### config.mk
export PLATFORM = sky130hd
export DESIGN_NAME = bp_be_issue_queue_flat
export DESIGN_NICKNAME = d
export VERILOG_FILES = /design/src/rtl/bp_be_issue_queue_pkg.sv /design/src/rtl/bp_be_issue_queue_if.sv /design/src/rtl/bp_be_issue_queue_ptr.sv /design/src/rtl/bp_be_issue_queue.sv /design/src/flat_wrapper.sv
export SDC_FILE = /design/constraint.sdc
export NUM_CORES = 1
export LEC_CHECK = 0
export CAP_MARGIN = 20
export CORE_ASPECT_RATIO = 0.7
export CORE_UTILIZATION = 50
export DETAILED_ROUTE_END_ITERATION = 7
export GPL_TIMING_DRIVEN = 0
export MAX_ROUTING_LAYER = met4
export PLACE_DENSITY = 0.66
export SYNTH_ARGS = -nofsm -noshare
export SYNTH_HDL_FRONTEND = slang
export SYNTH_SLANG_ARGS = --single-unit
export TNS_END_PERCENT = 100
### constraint.sdc
create_clock -name clk_i -period 8.5 [get_ports clk_i]
set_input_delay 1.7 -clock clk_i [delete_from_list [all_inputs] [get_ports clk_i]]
set_output_delay 1.7 -clock clk_i [all_outputs]
set_load 0.005 [all_outputs]
### src/rtl/bp_be_issue_queue_pkg.sv
// Shared definitions for the BE issue queue: pointer sizing helpers.
// The macro lets code outside this package (e.g. checker credit counters)
// size a queue pointer without importing anything.
`ifndef BP_BE_ISSUE_QUEUE_PTR_WIDTH_DEFINED
`define BP_BE_ISSUE_QUEUE_PTR_WIDTH_DEFINED
`define BP_BE_ISSUE_QUEUE_PTR_WIDTH(els) ($clog2(els)+1)
`endif

package bp_be_issue_queue_pkg;

    // Pointer width: index bits plus one wrap bit at the MSB.
    function automatic int ptr_width(input int els);
        return $clog2(els) + 1;
    endfunction

    // Width of a counter able to hold 0..n inclusive.
    function automatic int cnt_width(input int n);
        return $clog2(n + 1);
    endfunction

endpackage

### src/rtl/bp_be_issue_queue_if.sv
// Handshake bundle between the FE queue / BE checker and the issue queue.
// The master side is the surrounding pipeline, the slave side is the queue.
interface bp_be_issue_queue_if #(
    parameter int els_p       = 16,
    parameter int width_p     = 128,
    parameter int deq_width_p = 2
);
    localparam int cnt_width_lp     = $clog2(els_p + 1);
    localparam int deq_cnt_width_lp = $clog2(deq_width_p + 1);

    logic [width_p-1:0]          enq_data_i;
    logic                        enq_v_i;
    logic                        enq_ready_o;
    logic [width_p-1:0]          data_o;
    logic                        v_o;
    logic                        yumi_i;
    logic [deq_cnt_width_lp-1:0] deq_cnt_i;
    logic                        roll_i;
    logic                        clr_i;
    logic                        empty_o;
    logic [cnt_width_lp-1:0]     count_o;

    modport master (
        output enq_data_i, enq_v_i, yumi_i, deq_cnt_i, roll_i, clr_i,
        input  enq_ready_o, data_o, v_o, empty_o, count_o
    );

    modport slave (
        input  enq_data_i, enq_v_i, yumi_i, deq_cnt_i, roll_i, clr_i,
        output enq_ready_o, data_o, v_o, empty_o, count_o
    );
endinterface

### src/rtl/bp_be_issue_queue_ptr.sv
// Circular queue pointer with wrap bit: either loads a new value or
// advances by a small amount each cycle.
module bp_be_issue_queue_ptr #(
    parameter  int ptr_width_p  = 5,
    parameter  int max_add_p    = 1,
    localparam int add_width_lp = $clog2(max_add_p + 1)
) (
    input  logic                    clk_i,
    input  logic                    reset_n_i,
    input  logic [add_width_lp-1:0] add_i,
    input  logic                    load_v_i,
    input  logic [ptr_width_p-1:0]  load_i,
    output logic [ptr_width_p-1:0]  ptr_o
);

    logic [ptr_width_p-1:0] ptr_r;

    // Pointer register: load has priority over the increment.
    always_ff @(posedge clk_i or negedge reset_n_i) begin
        if (!reset_n_i) begin
            ptr_r <= '0;
        end else if (load_v_i) begin
            ptr_r <= load_i;
        end else begin
            ptr_r <= ptr_r + ptr_width_p'(add_i);
        end
    end

    assign ptr_o = ptr_r;

endmodule

### src/rtl/bp_be_issue_queue.sv
// Checkpointing issue queue: circular buffer with write, speculative read
// and committed pointers. Read entries stay resident until committed so a
// roll can replay them.
module bp_be_issue_queue
    import bp_be_issue_queue_pkg::*;
#(
    parameter int els_p       = 16,
    parameter int width_p     = 128,
    parameter int deq_width_p = 2
) (
    input logic                 clk_i,
    input logic                 reset_n_i,
    bp_be_issue_queue_if.slave  q
);

    localparam int ptr_width_lp = ptr_width(els_p);
    localparam int idx_width_lp = ptr_width_lp - 1;
    localparam int cnt_width_lp = cnt_width(els_p);

    logic [ptr_width_lp-1:0] wptr, rptr, cptr, cptr_n;
    logic [ptr_width_lp-1:0] held, rd_span;
    logic                    enq_fire, mem_we;
    logic                    w_load, w_add, r_load, r_add;

    logic [width_p-1:0]      mem [els_p];

    assign held     = wptr - cptr;
    assign rd_span  = rptr - cptr;
    assign cptr_n   = cptr + ptr_width_lp'(q.deq_cnt_i);
    assign enq_fire = q.enq_v_i & q.enq_ready_o;
    assign mem_we   = enq_fire & ~q.clr_i;

    // Pointer control: clear beats roll, roll ignores yumi; commit always applies.
    always_comb begin
        w_load = 1'b0;
        w_add  = 1'b0;
        r_load = 1'b0;
        r_add  = 1'b0;
        if (q.clr_i) begin
            w_load = 1'b1;
            r_load = 1'b1;
        end else if (q.roll_i) begin
            r_load = 1'b1;
            w_add  = enq_fire;
        end else begin
            r_add  = q.yumi_i;
            w_add  = enq_fire;
        end
    end

    bp_be_issue_queue_ptr #(
        .ptr_width_p(ptr_width_lp),
        .max_add_p  (1)
    ) wptr_u (
        .clk_i    (clk_i),
        .reset_n_i(reset_n_i),
        .add_i    (w_add),
        .load_v_i (w_load),
        .load_i   (cptr_n),
        .ptr_o    (wptr)
    );

    bp_be_issue_queue_ptr #(
        .ptr_width_p(ptr_width_lp),
        .max_add_p  (1)
    ) rptr_u (
        .clk_i    (clk_i),
        .reset_n_i(reset_n_i),
        .add_i    (r_add),
        .load_v_i (r_load),
        .load_i   (cptr_n),
        .ptr_o    (rptr)
    );

    bp_be_issue_queue_ptr #(
        .ptr_width_p(ptr_width_lp),
        .max_add_p  (deq_width_p)
    ) cptr_u (
        .clk_i    (clk_i),
        .reset_n_i(reset_n_i),
        .add_i    (q.deq_cnt_i),
        .load_v_i (1'b0),
        .load_i   ('0),
        .ptr_o    (cptr)
    );

    // Entry storage (1R1W, async read); contents are intentionally not reset.
    always_ff @(posedge clk_i) begin
        if (mem_we) begin
            mem[wptr[idx_width_lp-1:0]] <= q.enq_data_i;
        end
    end

    assign q.data_o      = mem[rptr[idx_width_lp-1:0]];
    assign q.v_o         = (rptr != wptr);
    assign q.empty_o     = (wptr == cptr);
    assign q.enq_ready_o = (held != ptr_width_lp'(els_p));
    assign q.count_o     = cnt_width_lp'(held);

`ifndef SYNTHESIS
    // Usage rules the hardware does not correct.
    always_ff @(posedge clk_i) begin
        if (reset_n_i) begin
            assert (!q.yumi_i || q.v_o);
            assert (ptr_width_lp'(q.deq_cnt_i) <= rd_span);
        end
    end
`endif

endmodule

### src/flat_wrapper.sv
// flat-port wrapper written by rule: the top's interface ports become plain ports
module bp_be_issue_queue_flat import bp_be_issue_queue_pkg::*;
#(
    parameter int els_p       = 16,
    parameter int width_p     = 128,
    parameter int deq_width_p = 2
)
  (clk_i, reset_n_i, q_enq_data_i, q_enq_v_i, q_yumi_i, q_deq_cnt_i, q_roll_i, q_clr_i, q_enq_ready_o, q_data_o, q_v_o, q_empty_o, q_count_o);
  bp_be_issue_queue_if #(.els_p(els_p), .width_p(width_p), .deq_width_p(deq_width_p)) q_i ();
  input logic clk_i;
  input logic reset_n_i;
  input wire logic [$bits(q_i.enq_data_i)-1:0] q_enq_data_i;
  input wire logic [$bits(q_i.enq_v_i)-1:0] q_enq_v_i;
  input wire logic [$bits(q_i.yumi_i)-1:0] q_yumi_i;
  input wire logic [$bits(q_i.deq_cnt_i)-1:0] q_deq_cnt_i;
  input wire logic [$bits(q_i.roll_i)-1:0] q_roll_i;
  input wire logic [$bits(q_i.clr_i)-1:0] q_clr_i;
  output wire logic [$bits(q_i.enq_ready_o)-1:0] q_enq_ready_o;
  output wire logic [$bits(q_i.data_o)-1:0] q_data_o;
  output wire logic [$bits(q_i.v_o)-1:0] q_v_o;
  output wire logic [$bits(q_i.empty_o)-1:0] q_empty_o;
  output wire logic [$bits(q_i.count_o)-1:0] q_count_o;
  assign q_i.enq_data_i = q_enq_data_i;
  assign q_i.enq_v_i = q_enq_v_i;
  assign q_i.yumi_i = q_yumi_i;
  assign q_i.deq_cnt_i = q_deq_cnt_i;
  assign q_i.roll_i = q_roll_i;
  assign q_i.clr_i = q_clr_i;
  assign q_enq_ready_o = q_i.enq_ready_o;
  assign q_data_o = q_i.data_o;
  assign q_v_o = q_i.v_o;
  assign q_empty_o = q_i.empty_o;
  assign q_count_o = q_i.count_o;
  bp_be_issue_queue #(.els_p(els_p), .width_p(width_p), .deq_width_p(deq_width_p)) u_core (.clk_i(clk_i), .reset_n_i(reset_n_i), .q(q_i));
endmodule
==> summary.txt <==
Route
  – Residual DRC: 0
  – Via count: approximately 37000
  – Post-DR vias/cell: ~6
  – First-pass DRT Iterations: 6
  – WL final: 193000 µm
  – DR iter-0 viols: 4686
  – Post-route ant nets: 0
  – WL/cell: 31.8 µm

Critical path
  – Worst R2R Path Depth: 13
  – Startpoint types: flop
  – CP arrival: 4440 ps
  – Worst r2r dst: u_core.mem[11][75]
  – Reg2reg start: u_core.wptr_u.ptr_o[0]
  – Crit path capture type: output pin
  – CP endpoint: q_data_o[26]
  – Worst Setup SP: u_core.rptr_u.ptr_o[1]
  – Reg2reg setup slack: roughly 4500 ps
  – Crit-path max FO: 10
  – Worst setup path class: flop to output pin
  – Critical Path RT: 6800 ps

Timing
  – Setup TNS: 0 ps
  – Hold Fails Final Rpt: 0
  – Final period utilization: 72.3%
  – Final setup vio count: 0
  – Final max-slew violation count: 0
  – Rel. slew slack: 23.8%
  – Minimum clock period: 6140 ps
  – Hold WS: between 500 and 600 ps
  – Worst-Margin Slew: 1140 ps
  – RSZ-0062 raised after global routing: false
  – Final Skew: a little over 20 ps
  – Max Freq: 163 MHz

Power
  – Maximum VDD drop: 0.000206 V
  – Leak pwr: 0.0284 µW
  – Pwr/cell area: 324 nW/µm²

Global route
  – GRT met3 Usage: around 5.3%
  – GRT Max-Usage Layer: met2
  – Pin count of the biggest net entering global routing: 25
  – Vias in the first global route: 37100
  – Met1 Resource Use GR: 36.6%
  – Met2 Use GR: 37.9%
  – First-pass GRT wire length: 273000 µm
  – Total gr overflow: 0
  – Total GRT Usage: 25.6%
  – Initial antenna violation count: 22

Placement
  – Port bufs: 270
  – Global placement routability congestion: 0.751
  – Dpl hpwl: roughly 120000 µm

Floorplanning
  – Die H: roughly 330 µm
  – Die Wd: 472 µm
  – Area of the core: about 150000 µm²
  – Starting Density: 50.5%
  – IO Count: 272
  – Rows: 120
  – Die area: ~160000 µm²

Logic synthesis
  – Syn_nets: 3412
  – Post-synth top area cell: edfxtp_1
  – Cells after synthesis: 3264
  – Netlist cell types: 33
  – Post-synthesis sequential area ratio: 80.0%
  – Top cell type's share of synthesized area: 79.5%
  – FF+latch count, synth: around 2100
  – Post-Syn Area per Cell: 23.7 µm²
  – Yosys warns: 0
  – Synth area leaders: edfxtp_1, mux4_2, a22oi_1
  – Cell Area, Synth: 77400 µm²

Clocking
  – CTS tree: yes
  – Max Root-Sink Buffers: 3
  – Clock latency on the worst-skew pair: 810 ps
  – Cts repair resizes: 0
  – CTS HTree Levels: 4
  – Post-CTS setup buffers: 0
  – Worst-path clk slew: 60 ps
  – CTS Hold Bufs: 0
  – Num CTS Buffers: 189
  – Root Buffer: clkbuf_16
  – # clock sinks: 2063

Final layout
  – Area grow syn2layout: 17.4%
  – Layout cells sized above 1: 24.0%
  – Layout Nets: about 4000

Min path
  – HP Class: flop to flop

Run
  – Maxcap violations: 0

Outcome
  – Status: completed
==> cell families (layout without fill, tap and decap cells) <==
| kind of cell | Yosys count | after routing | share of synthesized area [%] |
|---|---|---|---|
| xor gates and xnor gates | 16 | 16 | 0.181 |
| AOI/OAI and AO/OA | 268 | 268 | 2.60 |
| DFF | 2063 | 2063 | 80.0 |
| adders and majority gates | 12 | 12 | 0.213 |
| muxes | 516 | 516 | 15.0 |
| buffers and inverters | 188 | 907 | 1.01 |
| and+or+nand+nor | 201 | 201 | 1.07 |
| other | 0 | 19 | 0 |
==> state kept, by name, indices dropped and copies added, names as in the netlist <==
signal / count
u_core.wptr_u.ptr_o: 5
u_core.cptr_u.ptr_o: 5
u_core.mem: 2048
u_core.rptr_u.ptr_o: 5
==> cells in the final DEF, fill, tap and decap left out, drive strengths merged <==
cell,n
a2111oi,1
a21o,1
a21oi,6
a22oi,256
and2,3
and3,1
and3b,1
buf,179
bufinv,8
clkbuf,356
clkdlybuf4s50,270
clkinv,69
clkinvlp,5
dfrtp,15
diode,19
edfxtp,2048
fa,2
ha,10
inv,20
mux2,3
mux2i,1
mux4,512
nand2,141
nand2b,1
nand3,11
nand3b,1
nand4,3
nor2,29
nor2b,6
nor3,2
o21ai,4
or3,2
xnor2,5
xor2,11
==> report_power, final <==
| part | switching [µW] | internal [µW] | total [µW] |
|---|---|---|---|
| Combinational | 5180 | 4320 | 9500 |
| Sequential | 129 | 11800 | 11900 |
| Clock | 3610 | 4430 | 8030 |
==> Yosys cell counts <==
cell,count
edfxtp_1,2048
mux4_2,512
a22oi_1,256
nand2_1,141
clkbuf_1,109
buf_2,55
nor2_1,29
dfrtp_1,15
inv_1,12
buf_1,11
nand3_1,11
xor2_1,11
ha_1,10
a21oi_1,6
nor2b_1,6
xnor2_1,5
o21ai_0,4
mux2_2,3
nand4_1,3
and2_1,2
fa_1,2
nor3_1,2
a2111oi_4,1
a21o_2,1
and2_2,1
and3_1,1
and3b_1,1
buf_6,1
mux2i_1,1
nand2b_1,1
nand3b_1,1
or3_1,1
or3_4,1
==> routing by layer <==
layer	routed length, µm	vias to the layer above	share of wire (%)
met5	0	-	0
met4	4480	0	2.3
met3	16800	263	8.7
met2	90500	1815	47
met1	81300	20000	42
li1	-	15200	-
==> critical path, stage by stage (launching register included) <==
cell             delay, ps
dfrtp_1                350
buf_2                  310
clkbuf_1               520
buf_8                  240
clkbuf_1               790
mux4_2                 420
a22oi_1                200
nand2_1                250
clkdlybuf4s50_1        510
==> stage by stage <==
stage	util, %	area [µm²]	total power (µW)	instances	worst slack (ps)
after global routing	59.3	90900	30500	6072	2240
after detailed placement	55.5	85100	21700	5719	3200
after global placement	53.9	82700	21700	5608	-7980
after CTS	59.2	90800	29700	6056	2290
final	59.3	90900	29400	6076	2360
after floorplan	-	77400	17300	3264	49.0
==> worst min-delay path by stage <==
stage	cells after the start	slack (ps)	start	endpoint
after floorplan	1	500	u_core.cptr_u.ptr_o[4]	u_core.cptr_u.ptr_o[4]
after global placement	1	550	u_core.cptr_u.ptr_o[4]	u_core.cptr_u.ptr_o[4]
after detailed placement	1	580	u_core.cptr_u.ptr_o[4]	u_core.cptr_u.ptr_o[4]
after CTS	1	580	u_core.cptr_u.ptr_o[4]	u_core.cptr_u.ptr_o[4]
after global routing	1	600	u_core.cptr_u.ptr_o[4]	u_core.cptr_u.ptr_o[4]
final	1	570	u_core.cptr_u.ptr_o[4]	u_core.cptr_u.ptr_o[4]
==> area by class of cell <==
type	count	area (µm²)
buffer	176	748
clock inverter	90	643
multi-input combinational	1013	14800
clock buffer	247	5070
fill	10600	62400
sequential	2063	61900
tap	2074	2590
timing repair buffer	382	5010
antenna	19	47.5
inverter	12	45.0
(Power assumes the default switching activity.)
